**src/rtl/alu_sequencer_if.sv**
```systemverilog
// Request, response and ALU-side signal bundle for the ALU sequencer.
// The slave modport is the sequencer; the master modport is its environment.
interface alu_sequencer_if #(
    parameter int DATA_W = 32
);
    logic              req_valid;
    logic              req_ready;
    logic [3:0]        req_op;
    logic [DATA_W-1:0] req_a;
    logic [DATA_W-1:0] req_b;

    logic [3:0]        alu_opcode;
    logic [DATA_W-1:0] alu_data0;
    logic [DATA_W-1:0] alu_data1;
    logic [DATA_W-1:0] alu_out_data;
    logic              alu_ovf;
    logic [3:0]        alu_condition;

    logic              rsp_valid;
    logic              rsp_ready;
    logic [DATA_W-1:0] rsp_data;
    logic [DATA_W-1:0] rsp_hi;
    logic              rsp_ovf;
    logic [3:0]        rsp_cond;
    logic              rsp_dz;
    logic              rsp_err;
    logic [3:0]        cond_flags;

    modport master (
        output req_valid, req_op, req_a, req_b, rsp_ready,
               alu_out_data, alu_ovf, alu_condition,
        input  req_ready, alu_opcode, alu_data0, alu_data1,
               rsp_valid, rsp_data, rsp_hi, rsp_ovf, rsp_cond,
               rsp_dz, rsp_err, cond_flags
    );

    modport slave (
        input  req_valid, req_op, req_a, req_b, rsp_ready,
               alu_out_data, alu_ovf, alu_condition,
        output req_ready, alu_opcode, alu_data0, alu_data1,
               rsp_valid, rsp_data, rsp_hi, rsp_ovf, rsp_cond,
               rsp_dz, rsp_err, cond_flags
    );
endinterface

```
**src/rtl/alu_sequencer.sv**
```systemverilog
// Multi-cycle front end for a combinational ALU: registers ALU inputs, runs MUL
// and DIV on internal iterative datapaths, and returns results over valid/ready.
module alu_sequencer #(
    parameter int DATA_W = 32
) (
    input  logic clk,
    input  logic rst_n,
    alu_sequencer_if.slave bus
);
    typedef enum logic [2:0] {IDLE, EXEC, MUL, DIV, RESP} state_t;

    localparam logic [3:0] OP_SUB = 4'h3;
    localparam logic [5:0] LAST_ITER = 6'(DATA_W - 1);

    state_t              state;
    logic [5:0]          cnt;
    logic [2*DATA_W-1:0] acc;
    logic [2*DATA_W-1:0] mcand;
    logic [DATA_W-1:0]   shf;
    logic [DATA_W-1:0]   divisor;
    logic [DATA_W-1:0]   rem;

    logic [2*DATA_W-1:0] mul_sum;
    logic [DATA_W:0]     rem_shift;
    logic [DATA_W:0]     rem_diff;
    logic [DATA_W-1:0]   rem_next;
    logic [DATA_W-1:0]   quo_next;

    // shf carries the multiplier (consumed LSB first) or the dividend/quotient (MSB first)
    always_comb begin
        mul_sum   = acc + (shf[0] ? mcand : '0);
        rem_shift = {rem, shf[DATA_W-1]};
        rem_diff  = rem_shift - {1'b0, divisor};
        if (rem_diff[DATA_W]) begin
            rem_next = rem_shift[DATA_W-1:0];
            quo_next = {shf[DATA_W-2:0], 1'b0};
        end else begin
            rem_next = rem_diff[DATA_W-1:0];
            quo_next = {shf[DATA_W-2:0], 1'b1};
        end
    end

    always_ff @(posedge clk or negedge rst_n) begin
        if (!rst_n) begin
            state          <= IDLE;
            cnt            <= '0;
            acc            <= '0;
            mcand          <= '0;
            shf            <= '0;
            divisor        <= '0;
            rem            <= '0;
            bus.req_ready  <= 1'b1;
            bus.rsp_valid  <= 1'b0;
            bus.rsp_data   <= '0;
            bus.rsp_hi     <= '0;
            bus.rsp_ovf    <= 1'b0;
            bus.rsp_cond   <= '0;
            bus.rsp_dz     <= 1'b0;
            bus.rsp_err    <= 1'b0;
            bus.alu_opcode <= '0;
            bus.alu_data0  <= '0;
            bus.alu_data1  <= '0;
            bus.cond_flags <= '0;
        end else begin
            unique case (state)
                IDLE: begin
                    if (bus.req_valid) begin
                        bus.req_ready <= 1'b0;
                        cnt           <= '0;
                        case (bus.req_op)
                            4'h0, 4'h2, 4'h3, 4'h4, 4'h5, 4'h6, 4'h7, 4'h8, 4'h9, 4'hA: begin
                                bus.alu_opcode <= bus.req_op;
                                bus.alu_data0  <= bus.req_a;
                                bus.alu_data1  <= bus.req_b;
                                state          <= EXEC;
                            end
                            4'hB: begin
                                acc   <= '0;
                                mcand <= {{DATA_W{1'b0}}, bus.req_a};
                                shf   <= bus.req_b;
                                state <= MUL;
                            end
                            4'hC: begin
                                if (bus.req_b != '0) begin
                                    rem     <= '0;
                                    shf     <= bus.req_a;
                                    divisor <= bus.req_b;
                                    state   <= DIV;
                                end else begin
                                    bus.rsp_data  <= '1;
                                    bus.rsp_hi    <= bus.req_a;
                                    bus.rsp_ovf   <= 1'b0;
                                    bus.rsp_cond  <= '0;
                                    bus.rsp_dz    <= 1'b1;
                                    bus.rsp_err   <= 1'b0;
                                    bus.rsp_valid <= 1'b1;
                                    state         <= RESP;
                                end
                            end
                            default: begin
                                bus.rsp_data  <= '0;
                                bus.rsp_hi    <= '0;
                                bus.rsp_ovf   <= 1'b0;
                                bus.rsp_cond  <= '0;
                                bus.rsp_dz    <= 1'b0;
                                bus.rsp_err   <= 1'b1;
                                bus.rsp_valid <= 1'b1;
                                state         <= RESP;
                            end
                        endcase
                    end
                end
                EXEC: begin
                    bus.rsp_data <= bus.alu_out_data;
                    bus.rsp_hi   <= '0;
                    bus.rsp_ovf  <= bus.alu_ovf;
                    bus.rsp_dz   <= 1'b0;
                    bus.rsp_err  <= 1'b0;
                    if (bus.alu_opcode == OP_SUB) begin
                        bus.rsp_cond   <= bus.alu_condition;
                        bus.cond_flags <= bus.alu_condition;
                    end else begin
                        bus.rsp_cond <= '0;
                    end
                    bus.rsp_valid <= 1'b1;
                    state         <= RESP;
                end
                MUL: begin
                    acc   <= mul_sum;
                    mcand <= mcand << 1;
                    shf   <= shf >> 1;
                    cnt   <= cnt + 6'd1;
                    if (cnt == LAST_ITER) begin
                        bus.rsp_data  <= mul_sum[DATA_W-1:0];
                        bus.rsp_hi    <= mul_sum[2*DATA_W-1:DATA_W];
                        bus.rsp_ovf   <= |mul_sum[2*DATA_W-1:DATA_W];
                        bus.rsp_cond  <= '0;
                        bus.rsp_dz    <= 1'b0;
                        bus.rsp_err   <= 1'b0;
                        bus.rsp_valid <= 1'b1;
                        state         <= RESP;
                    end
                end
                DIV: begin
                    rem <= rem_next;
                    shf <= quo_next;
                    cnt <= cnt + 6'd1;
                    if (cnt == LAST_ITER) begin
                        bus.rsp_data  <= quo_next;
                        bus.rsp_hi    <= rem_next;
                        bus.rsp_ovf   <= 1'b0;
                        bus.rsp_cond  <= '0;
                        bus.rsp_dz    <= 1'b0;
                        bus.rsp_err   <= 1'b0;
                        bus.rsp_valid <= 1'b1;
                        state         <= RESP;
                    end
                end
                RESP: begin
                    if (bus.rsp_ready) begin
                        bus.rsp_valid <= 1'b0;
                        bus.req_ready <= 1'b1;
                        state         <= IDLE;
                    end
                end
                default: state <= IDLE;
            endcase
        end
    end
endmodule

```
**src/flat_wrapper.sv**
```systemverilog
// flat-port wrapper written by rule: the top's interface ports become plain ports
module alu_sequencer_flat 
#(
    parameter int DATA_W = 32
)
  (clk, rst_n, bus_req_valid, bus_req_op, bus_req_a, bus_req_b, bus_rsp_ready, bus_alu_out_data, bus_alu_ovf, bus_alu_condition, bus_req_ready, bus_alu_opcode, bus_alu_data0, bus_alu_data1, bus_rsp_valid, bus_rsp_data, bus_rsp_hi, bus_rsp_ovf, bus_rsp_cond, bus_rsp_dz, bus_rsp_err, bus_cond_flags);
  alu_sequencer_if #(.DATA_W(DATA_W)) bus_i ();
  input  logic clk;
  input  logic rst_n;
  input wire logic [$bits(bus_i.req_valid)-1:0] bus_req_valid;
  input wire logic [$bits(bus_i.req_op)-1:0] bus_req_op;
  input wire logic [$bits(bus_i.req_a)-1:0] bus_req_a;
  input wire logic [$bits(bus_i.req_b)-1:0] bus_req_b;
  input wire logic [$bits(bus_i.rsp_ready)-1:0] bus_rsp_ready;
  input wire logic [$bits(bus_i.alu_out_data)-1:0] bus_alu_out_data;
  input wire logic [$bits(bus_i.alu_ovf)-1:0] bus_alu_ovf;
  input wire logic [$bits(bus_i.alu_condition)-1:0] bus_alu_condition;
  output wire logic [$bits(bus_i.req_ready)-1:0] bus_req_ready;
  output wire logic [$bits(bus_i.alu_opcode)-1:0] bus_alu_opcode;
  output wire logic [$bits(bus_i.alu_data0)-1:0] bus_alu_data0;
  output wire logic [$bits(bus_i.alu_data1)-1:0] bus_alu_data1;
  output wire logic [$bits(bus_i.rsp_valid)-1:0] bus_rsp_valid;
  output wire logic [$bits(bus_i.rsp_data)-1:0] bus_rsp_data;
  output wire logic [$bits(bus_i.rsp_hi)-1:0] bus_rsp_hi;
  output wire logic [$bits(bus_i.rsp_ovf)-1:0] bus_rsp_ovf;
  output wire logic [$bits(bus_i.rsp_cond)-1:0] bus_rsp_cond;
  output wire logic [$bits(bus_i.rsp_dz)-1:0] bus_rsp_dz;
  output wire logic [$bits(bus_i.rsp_err)-1:0] bus_rsp_err;
  output wire logic [$bits(bus_i.cond_flags)-1:0] bus_cond_flags;
  assign bus_i.req_valid = bus_req_valid;
  assign bus_i.req_op = bus_req_op;
  assign bus_i.req_a = bus_req_a;
  assign bus_i.req_b = bus_req_b;
  assign bus_i.rsp_ready = bus_rsp_ready;
  assign bus_i.alu_out_data = bus_alu_out_data;
  assign bus_i.alu_ovf = bus_alu_ovf;
  assign bus_i.alu_condition = bus_alu_condition;
  assign bus_req_ready = bus_i.req_ready;
  assign bus_alu_opcode = bus_i.alu_opcode;
  assign bus_alu_data0 = bus_i.alu_data0;
  assign bus_alu_data1 = bus_i.alu_data1;
  assign bus_rsp_valid = bus_i.rsp_valid;
  assign bus_rsp_data = bus_i.rsp_data;
  assign bus_rsp_hi = bus_i.rsp_hi;
  assign bus_rsp_ovf = bus_i.rsp_ovf;
  assign bus_rsp_cond = bus_i.rsp_cond;
  assign bus_rsp_dz = bus_i.rsp_dz;
  assign bus_rsp_err = bus_i.rsp_err;
  assign bus_cond_flags = bus_i.cond_flags;
  alu_sequencer #(.DATA_W(DATA_W)) u_core (.clk(clk), .rst_n(rst_n), .bus(bus_i));
endmodule
```
**config.mk**
```make
export PLATFORM = sky130hd
export DESIGN_NAME = alu_sequencer_flat
export DESIGN_NICKNAME = d
export VERILOG_FILES = /design/src/rtl/alu_sequencer_if.sv /design/src/rtl/alu_sequencer.sv /design/src/flat_wrapper.sv
export SDC_FILE = /design/constraint.sdc
export NUM_CORES = 1
export LEC_CHECK = 0
export BUFFER_PORTS_ARGS = -buffer_cell sky130_fd_sc_hd__buf_2
export CAP_MARGIN = 5
export CELL_PAD_IN_SITES_DETAIL_PLACEMENT = 1
export CELL_PAD_IN_SITES_GLOBAL_PLACEMENT = 2
export CORE_MARGIN = 2
export CORE_UTILIZATION = 37
export DETAILED_ROUTE_END_ITERATION = 16
export PLACE_DENSITY_LB_ADDON = 0.08
export RECOVER_POWER = 50
export SYNTH_ARGS = -nofsm -noshare
export SYNTH_HDL_FRONTEND = slang
export SYNTH_SLANG_ARGS = --single-unit
```
**constraint.sdc**
```tcl
create_clock -name clk -period 4.8 [get_ports clk]
set_input_delay 0.72 -clock clk [delete_from_list [all_inputs] [get_ports clk]]
set_output_delay 0.72 -clock clk [all_outputs]
set_load 0.005 [all_outputs]
```
== Word-level counts from Yosys, hierarchy flattened ==
Index checks and enable logic that the tools add are counted.

* Equality and inequality tests: 29
* Reductions and logical operators: 27
* Add/subtract/negate cells: 3
* Muxes and demuxes: 64

{| class="wikitable"
|+ Operators by type and width
! operator !! count
|-
| $mux W32 || 14
|-
| $mux W64 || 5
|-
| $pmux W32 S2 || 4
|-
| $pmux W32 S4 || 2
|-
| $pmux W64 S2 || 2
|-
| $pmux W32 S3 || 1
|-
| $add A64 B64 Y64 || 1
|-
| $sub A33 B32 Y33 || 1
|-
| $reduce_bool A32 Y1 || 1
|-
| $reduce_or A32 Y1 || 1
|-
| $eq A4 B4 Y1 const B || 5
|-
| $eq A4 B3 Y1 const B || 4
|-
| $mux W4 || 4
|-
| $mux W1 || 13
|-
| $eq A4 B2 Y1 const B || 3
|-
| $mux W3 || 4
|-
| $pmux W3 S4 || 1
|-
| $pmux W4 S3 || 1
|-
| $pmux W6 S2 || 1
|-
| $reduce_and A3 Y1 || 4
|-
| $reduce_and A4 Y1 || 3
|-
| $reduce_and A6 Y1 || 2
|-
| $reduce_or A11 Y1 || 1
|-
| $ne A2 B2 Y1 const B || 5
|-
| other kinds (23) || 40
|}

* Flip-flop bits (word level): 378
* Word-level logic and storage cells: 142
* Output and inout port bits: 145

== Depth between registers and ports, before layout ==
Gate-level depths: netlist of the first run.

* Depth after elaboration: 5
* Mapped depth: 18

== Worst setup path after synthesis of the first run ==
OpenSTA, ideal clock, no wires.

* Kind: register -> register
* Start: reg u_core.shf[0]
* End: reg u_core.bus.rsp_ovf
* Arrival time: 4.093 ns
* Cell stages (with the launch flop): 19
* Setup time: 0.126 ns
* Slack: 0.581 ns
* Buffers on the path: 2
* Cells stage by stage: dfrtp_1 clkbuf_1 clkbuf_1 and2_1 ha_1 inv_1 fa_1 nand2b_1 a21oi_1 o21ai_1 o211ai_1 o211ai_2 a2111o_1 a21oi_1 nor2_1 xnor2_1 or4b_2 nor4_2 a21oi_1

* Cells in the longest elaborated chain, start to end: 5

{| class="wikitable"
|+ RTL lines
! element !! line !! source
|-
| start: declaration || alu_sequencer.sv:19 || <nowiki>logic [DATA_W-1:0] shf;</nowiki>
|-
| start signal: assignment || alu_sequencer.sv:80 || <nowiki>shf <= bus.req_b;</nowiki>
|-
| start signal: assignment || alu_sequencer.sv:86 || <nowiki>shf <= bus.req_a;</nowiki>
|-
| start signal: assignment || alu_sequencer.sv:131 || <nowiki>shf <= shf >> 1;</nowiki>
|-
| $mux W64 || alu_sequencer.sv:31 || <nowiki>mul_sum = acc + (shf[0] ? mcand : '0);</nowiki>
|-
| $add A64 B64 Y64 || alu_sequencer.sv:31 ||
|-
| $reduce_or A32 Y1 || alu_sequencer.sv:136 || <nowiki>bus.rsp_ovf <= |mul_sum[2*DATA_W-1:DATA_W];</nowiki>
|-
| $mux W1 || alu_sequencer.sv:133 || <nowiki>if (cnt == LAST_ITER) begin</nowiki>
|-
| $pmux W1 S4 || alu_sequencer.sv:65 || <nowiki>unique case (state)</nowiki>
|-
| end signal: assignment || alu_sequencer.sv:116 || <nowiki>bus.rsp_ovf <= bus.alu_ovf;</nowiki>
|-
| end signal: assignment || alu_sequencer.sv:136 ||
|-
| end: declaration || alu_sequencer_if.sv:41 || <nowiki>rsp_valid, rsp_data, rsp_hi, rsp_ovf, rsp_cond,</nowiki>
|}

No other way between the ends. The select of a mux whose other input is x is not followed.
A chain may end at the register's enable or synchronous reset.

== Final worst setup path of the first run ==
Ends and elaborated chain as after synthesis.

==> run_results.csv, run 1 <==
group,metric,value,unit
clock_tree,cts-resized-gates,0,
yosys,synthCells,2417,
grt,antenna_found_initial,7,
place,dp.cells,3345,
clock_tree,hold_buffers,0,
grt,grt_pass1_wl,136,mm
timing,hold_viol_final,0,
critical_path,end_kind,"flop",
yosys,syn_nets,2624,
flow_run,drv_cap,3,
clock_tree,cts_buffer_depth,3,
yosys,synth-warning-count,0,
power_and_ir_drop,power_density,674,nW/µm²
grt,track_usage,28.9,%
routing,drt_iter0_markers,1394,
critical_path,critPathLaunchType,"flop",
timing,slew_violations,201,
routing,routed_wl,91.3,mm
floorplan,start_util,37.4,%
yosys,synth.distinct_cells,91,
clock_tree,cts_buffers,46,
yosys,ys_seq_elements,378,
timing,hold_ws,348,ps
grt,grt_max_degree,96,
routing,via_per_inst,5.79,
critical_path,criticalPathCategory,"flop to flop",
yosys,synth_edf_count,0,
clock_tree,cts_setup_buffers,0,
final_layout,fin_util,43.3,%
floorplan,die_height,251,µm
floorplan,core.rowCount,90,
floorplan,core,60200,µm²
clock_tree,cts_tree,"done",
power_and_ir_drop,peakVddDrop,340,µV
critical_path,max_stage_delay,520,ps
final_layout,final_nets,2818,
timing,max_slew_margin,-74.4,%
timing,tightest_slew,2620,ps
hold_path,hold_depth,2,
final_layout,layout.cells.non_filler,3428,
clock_tree,htree_levels,2,
routing,dr.pass1.iters,7,
place,place_hpwl,69.2,mm
hold_path,worst_hold_path_type,"input pin to flop",
critical_path,crit_chain,"buf_12, and2_1, ha_1, nand4_1, or3_1, nor4_2, o211ai_1, nand3_1, xor2_1, a2111oi_1, nand4b_1, nor4_1, nand4_1, nor4_2, a21oi_1",
grt,grt_pass1_vias,20700,
status,violations,"capacitance limit, slew limit",
clock_tree,cts-root-buf,"clkbuf_16",
grt,grt_overflow,0,
power_and_ir_drop,p_leak,12.4,nW
floorplan,fp.dieW,251,µm
final_layout,area_delta_synth_final,15.7,%
clock_tree,clk_latency,600,ps
place,gp_congestion,0.905,
critical_path,crit_required,5290,ps
timing,tns,0,ps
place,place_area,24600,µm²
floorplan,io_pins,254,
yosys,synthArstFlopShare,100,%
final_layout,drive_above_1_share,19.3,%
yosys,avgSynthCellArea,9.32,µm²
routing,vias,19800,
clock_tree,clkSlewWorstSetupHoldPaths,60,ps
critical_path,cp_slowest_cell,"or3_1",
routing,drtAntennaViolNets,0,
place,io_buffers,253,
routing,drc,0,
timing,rsz0062_at_grt,"no",
critical_path,critPathArrivalTime,5010,ps
critical_path,r2r_cells,15,
floorplan,die_area,62900,µm²
timing,finalCritPeriodShare,94.2,%
status,outcome,"complete, but fails checks",
yosys,ys_seq_area_share,42.0,%
routing,wl_per_cell,26.6,µm
final_layout,finalInstanceArea,26100,µm²
clock_tree,clock_sinks,378,
critical_path,crit_fanout,66,
yosys,syn-cell-area,22500,µm²
timing,clock_skew,17.0,ps
yosys,synth_flop_cell,"dfrtp_1",
timing,setup_violations,0,
timing,max_freq,0.221,GHz
timing,period_needed,4520,ps
## routing by layer
| metal | global-route usage (%) | vias up | part of all wire (%) |
|---|---|---|---|
| li1 | - | 9052 | - |
| met1 | 40.4 | 10100 | 46 |
| met2 | 44.7 | 489 | 45 |
| met3 | 4.68 | 148 | 5.2 |
| met4 | 11.3 | 2 | 4.3 |
| met5 | 0 | - | 0.012 |
## power breakdown
group	switching [mW]	total, mW	internal, mW	leakage, nW
combinational	5.22	8.69	3.47	6.82
clock	1.49	3.63	2.14	0.752
sequential	0.891	5.24	4.35	4.86
## layout make-up
type | count | area (µm²)
Clock inverter | 21 | 264
Clock buffer | 60 | 1270
Antenna cell | 2 | 5.00
Tap cell | 782 | 978
Sequential cell | 378 | 9460
Fill cell | 6900 | 34200
Inverter | 61 | 229
Multi-Input combinational cell | 1831 | 12300
Timing Repair Buffer | 293 | 1550
## synthesized netlist by cell type (all sizes together) (29+ instances only)
master | number | area (µm²)
ha | 96 | 1200
inv | 60 | 225
buf | 30 | 158
mux2 | 135 | 1520
nor2 | 143 | 537
xnor2 | 55 | 489
a21o | 76 | 571
o21ai | 168 | 845
nand4 | 31 | 200
xor2 | 33 | 289
dfrtp | 377 | 9430
clkbuf | 117 | 440
and2 | 74 | 465
nand2 | 358 | 1340
mux2i | 55 | 551
a21oi | 165 | 882
a211oi | 29 | 223
and3 | 29 | 181
a22o | 70 | 613
a31oi | 45 | 282
## worst max-delay path: cells and delay by family, from the launching register on
kind | cells | cell delay, ps
xor gates and xnor gates | 1 | 150
adders and majority gates | 1 | 460
AOI/OAI and AO/OA | 3 | 840
buffers and inverters | 1 | 210
DFF | 1 | 410
and+or+nand+nor | 9 | 2300
## logic make-up after synthesis
family                   synth area share [%]
multiplexers                             9.19
flip-flops                               42.0
AO/OA/AOI/OAI                            20.7
XOR/XNOR                                 3.45
AND/OR/NAND/NOR                          15.4
adder cells (fa/ha/maj)                  5.51
buffers and inverters                    3.67
## registers in the layout (all words and copies together), names as in the netlist, 32 cells and up
register              count
u_core.bus.alu_data0     32
u_core.bus.alu_data1     32
u_core.acc               64
u_core.bus.rsp_data      32
u_core.divisor           32
u_core.mcand             64
u_core.rem               32
u_core.shf               32
u_core.bus.rsp_hi        32
## path summary, 6_finish.rpt
kind / startpoint / to / slack (ps)
max: u_core.shf[0]$_DFFE_PN0P_ / u_core.bus.rsp_ovf$_DFFE_PN0P_ / 280
min: bus_alu_condition[2] / u_core.bus.rsp_cond[2]$_DFFE_PN0P_ / 350
max reg2reg: u_core.shf[0]$_DFFE_PN0P_ / u_core.bus.rsp_ovf$_DFFE_PN0P_ / 280
min reg2reg: u_core.bus.rsp_data[25]$_DFFE_PN0P_ / u_core.bus.rsp_data[25]$_DFFE_PN0P_ / 480
max in group asynchronous: rst_n / u_core.divisor[20]$_DFFE_PN0P_ / 790
min in group asynchronous: rst_n / u_core.acc[48]$_DFFE_PN0P_ / 950
## through the flow
| stage | worst slack, ps | power, mW |
|---|---|---|
| finish | 276 | 17.6 |
| global route | 23.4 | 18.8 |
| CTS | 223 | 17.7 |
| detailed placement | 246 | 14.0 |
| global placement | 415 | 13.8 |
| floorplan | 581 | 10.9 |
## cell usage in the layout, fill, tap and decap left out, drive strengths merged, types with 76 or more instances in the layout
cell    count
nor2      143
ha         96
o21ai     168
clkbuf    110
buf       243
a21oi     165
nand2     358
mux2      135
a21o       76
dfrtp     377
(Power assumes the default switching activity.)
==> inputs of run 2 (changes only) <==
- CORE_UTILIZATION: 37 -> 25
- clock period: 4.8 -> 5.84 ns (I/O delays scaled with it)
==> run 2 against run 1 <==
  * The run still ends with capacitance limit, slew limit left
  * Register-to-register slack improved by 940 ps
  * Count of clock-buffer cells in the layout rose by 4
  * Power fell by 16%
  * Core utilization fell by 14 points
  * Sequential share of layout area is 0.81 points lower
  * Routed wire length up 12%
  * First-iteration DRC count shrank 23%
  * Highest routed layer unchanged
  * Design area grew 2.3%
  * Flip-flop and latch count did not move
==> run_results.csv, run 2 (synthesis results as in run 1) <==
group,metric,value,unit
critical_path,r2r_cells,8,
flow_run,drv_cap,6,
timing,tightest_slew,2740,ps
floorplan,core.rowCount,110,
timing,finalCritPeriodShare,79.2,%
clock_tree,clock_sinks,378,
clock_tree,cts_setup_buffers,0,
timing,rsz0062_at_grt,"no",
timing,max_slew_margin,-82.6,%
critical_path,critPathArrivalTime,5080,ps
critical_path,critPathLaunchType,"flop",
floorplan,start_util,25.1,%
clock_tree,hold_buffers,0,
final_layout,fill_cells,10300,
power_and_ir_drop,p_sw_share,43.4,%
power_and_ir_drop,internal-power,8.34,mW
place,place_hpwl,77.0,mm
grt,grt_overflow,0,
routing,drtAntennaViolNets,0,
timing,setup_violations,0,
clock_tree,cts-resized-gates,0,
timing,max_freq,0.216,GHz
routing,via_per_inst,5.09,
floorplan,io_pins,254,
critical_path,criticalPathCategory,"flop to flop",
power_and_ir_drop,p_clk_share,21.8,%
status,outcome,"complete, but fails checks",
floorplan,fp.dieW,304,µm
hold_path,worst_hold_path_type,"flop to flop",
routing,dr.pass1.iters,5,
clock_tree,cts-root-buf,"clkbuf_16",
final_layout,top_regs,"u_core.acc (64), u_core.mcand (64)",
routing,routed_wl,102,mm
clock_tree,cts_buffer_depth,3,
status,violations,"capacitance limit, slew limit",
timing,hold_viol_final,0,
final_layout,final_cell_mix,"dfrtp_1, nand2_1, buf_2, o21ai_0, a21oi_1",
power_and_ir_drop,seqPwrFrac,29.3,%
power_and_ir_drop,peakVddDrop,268,µV
place,place_area,25100,µm²
place,gp_congestion,0.838,
power_and_ir_drop,power_density,553,nW/µm²
clock_tree,cts_buffers,49,
final_layout,finalInstanceArea,26700,µm²
critical_path,crit_required,6290,ps
final_layout,fin_util,29.8,%
clock_tree,clkSlewWorstSetupHoldPaths,60,ps
grt,grt_pass1_wl,150,mm
grt,antenna_found_initial,20,
hold_path,holdPathEnd,"u_core.bus.rsp_dz$_DFFE_PN0P_",
routing,wl_per_cell,26.7,µm
routing,drt_iter0_markers,1071,
floorplan,die_area,92500,µm²
grt,track_usage,21.9,%
hold_path,hold_depth,2,
grt,grt_pass1_vias,20600,
grt,grt_max_degree,131,
place,io_buffers,253,
final_layout,final_nets,2814,
power_and_ir_drop,netSwitchingPower,6.40,mW
timing,slew_violations,342,
final_layout,drive_above_1_share,19.3,%
timing,clock_skew,31.2,ps
critical_path,reg2reg_from,"u_core.state[0]$_DFFE_PN0P_",
floorplan,core,89600,µm²
critical_path,timing.rr.end,"u_core.bus.rsp_hi[4]$_DFFE_PN0P_",
clock_tree,clk_latency,620,ps
hold_path,min-delay-start,"u_core.bus.rsp_dz$_DFFE_PN0P_",
routing,vias,19500,
power_and_ir_drop,p_leak,12.5,nW
clock_tree,htree_levels,2,
final_layout,area_delta_synth_final,18.4,%
timing,tns,0,ps
critical_path,end_kind,"flop",
floorplan,die_height,304,µm
timing,period_needed,4630,ps
final_layout,layout_commonest_cell,"dfrtp_1",
routing,drc,0,
power_and_ir_drop,combPwrFrac,48.9,%
clock_tree,cts_tree,"done",
critical_path,r2r_setup_slack,1210,ps
critical_path,crit_fanout,54,
-- run 2: routing by layer --
metal	GRT usage, %	vias up	part of all wire (%)
met5	0	-	0.099
met4	5.50	16	2.4
met3	3.22	115	4.2
met2	34.6	358	45
met1	31.1	9939	48
li1	-	9068	-
-- run 2: metrics by stage --
stage	cells	total power, mW	hold slack (ps)	worst slack [ps]
2_1_floorplan	2417	8.93	450	1620
3_3_place_gp	3732	11.6	460	1140
3_5_place_dp	3732	11.7	465	1080
4_1_cts	3822	15.0	327	1170
5_1_grt	3825	15.8	473	868
6_report	3830	14.7	478	1210
-- run 2: cell type report --
type                    count  area, µm²  share of cell area, %
diodes                      8       20.0                 0.0751
repair buffers            286       1500                   5.62
well taps                1176       1470                   5.52
clock inverters            26        332                   1.24
flip-flops and latches    378       9460                   35.5
clock buffers              64       1350                   5.08
inverters                  61        229                  0.859
multi-input cells        1831      12300                   46.1
-- run 2: worst max-delay path, cell delays in order, from the launching register on --
cell and delay [ps]:
dfrtp_2 390, clkbuf_1 1900, nor2_1 470, nor2_1 230
buf_4 240, nor2_2 50, buf_4 260, a221oi_1 670
o21ai_0 150
-- run 2: worst max-delay path by stage --
stage | start | endpoint | cells past startpoint
after detailed placement | bus_req_b[22] | u_core.bus.rsp_ovf$_DFFE_PN0P_ | 13
after CTS | u_core.shf[0]$_DFFE_PN0P_ | u_core.bus.rsp_ovf$_DFFE_PN0P_ | 15
after global routing | u_core.shf[0]$_DFFE_PN0P_ | u_core.bus.rsp_ovf$_DFFE_PN0P_ | 15
after global placement | bus_req_b[22] | u_core.bus.rsp_ovf$_DFFE_PN0P_ | 13
final | u_core.state[0]$_DFFE_PN0P_ | u_core.bus.rsp_hi[4]$_DFFE_PN0P_ | 8
after floorplan | u_core.shf[0]$_DFFE_PN0P_ | u_core.bus.rsp_ovf$_DFFE_PN0P_ | 18
-- run 2: power by group through the flow --
stage                     sequential [mW]  clock, mW  combinational, mW
after floorplan                      4.10          0               4.83
after global placement               4.34          0               7.24
after detailed placement             4.36          0               7.29
after CTS                            4.33       3.32               7.32
after global routing                 4.45       3.42               7.97
final                                4.32       3.21               7.21
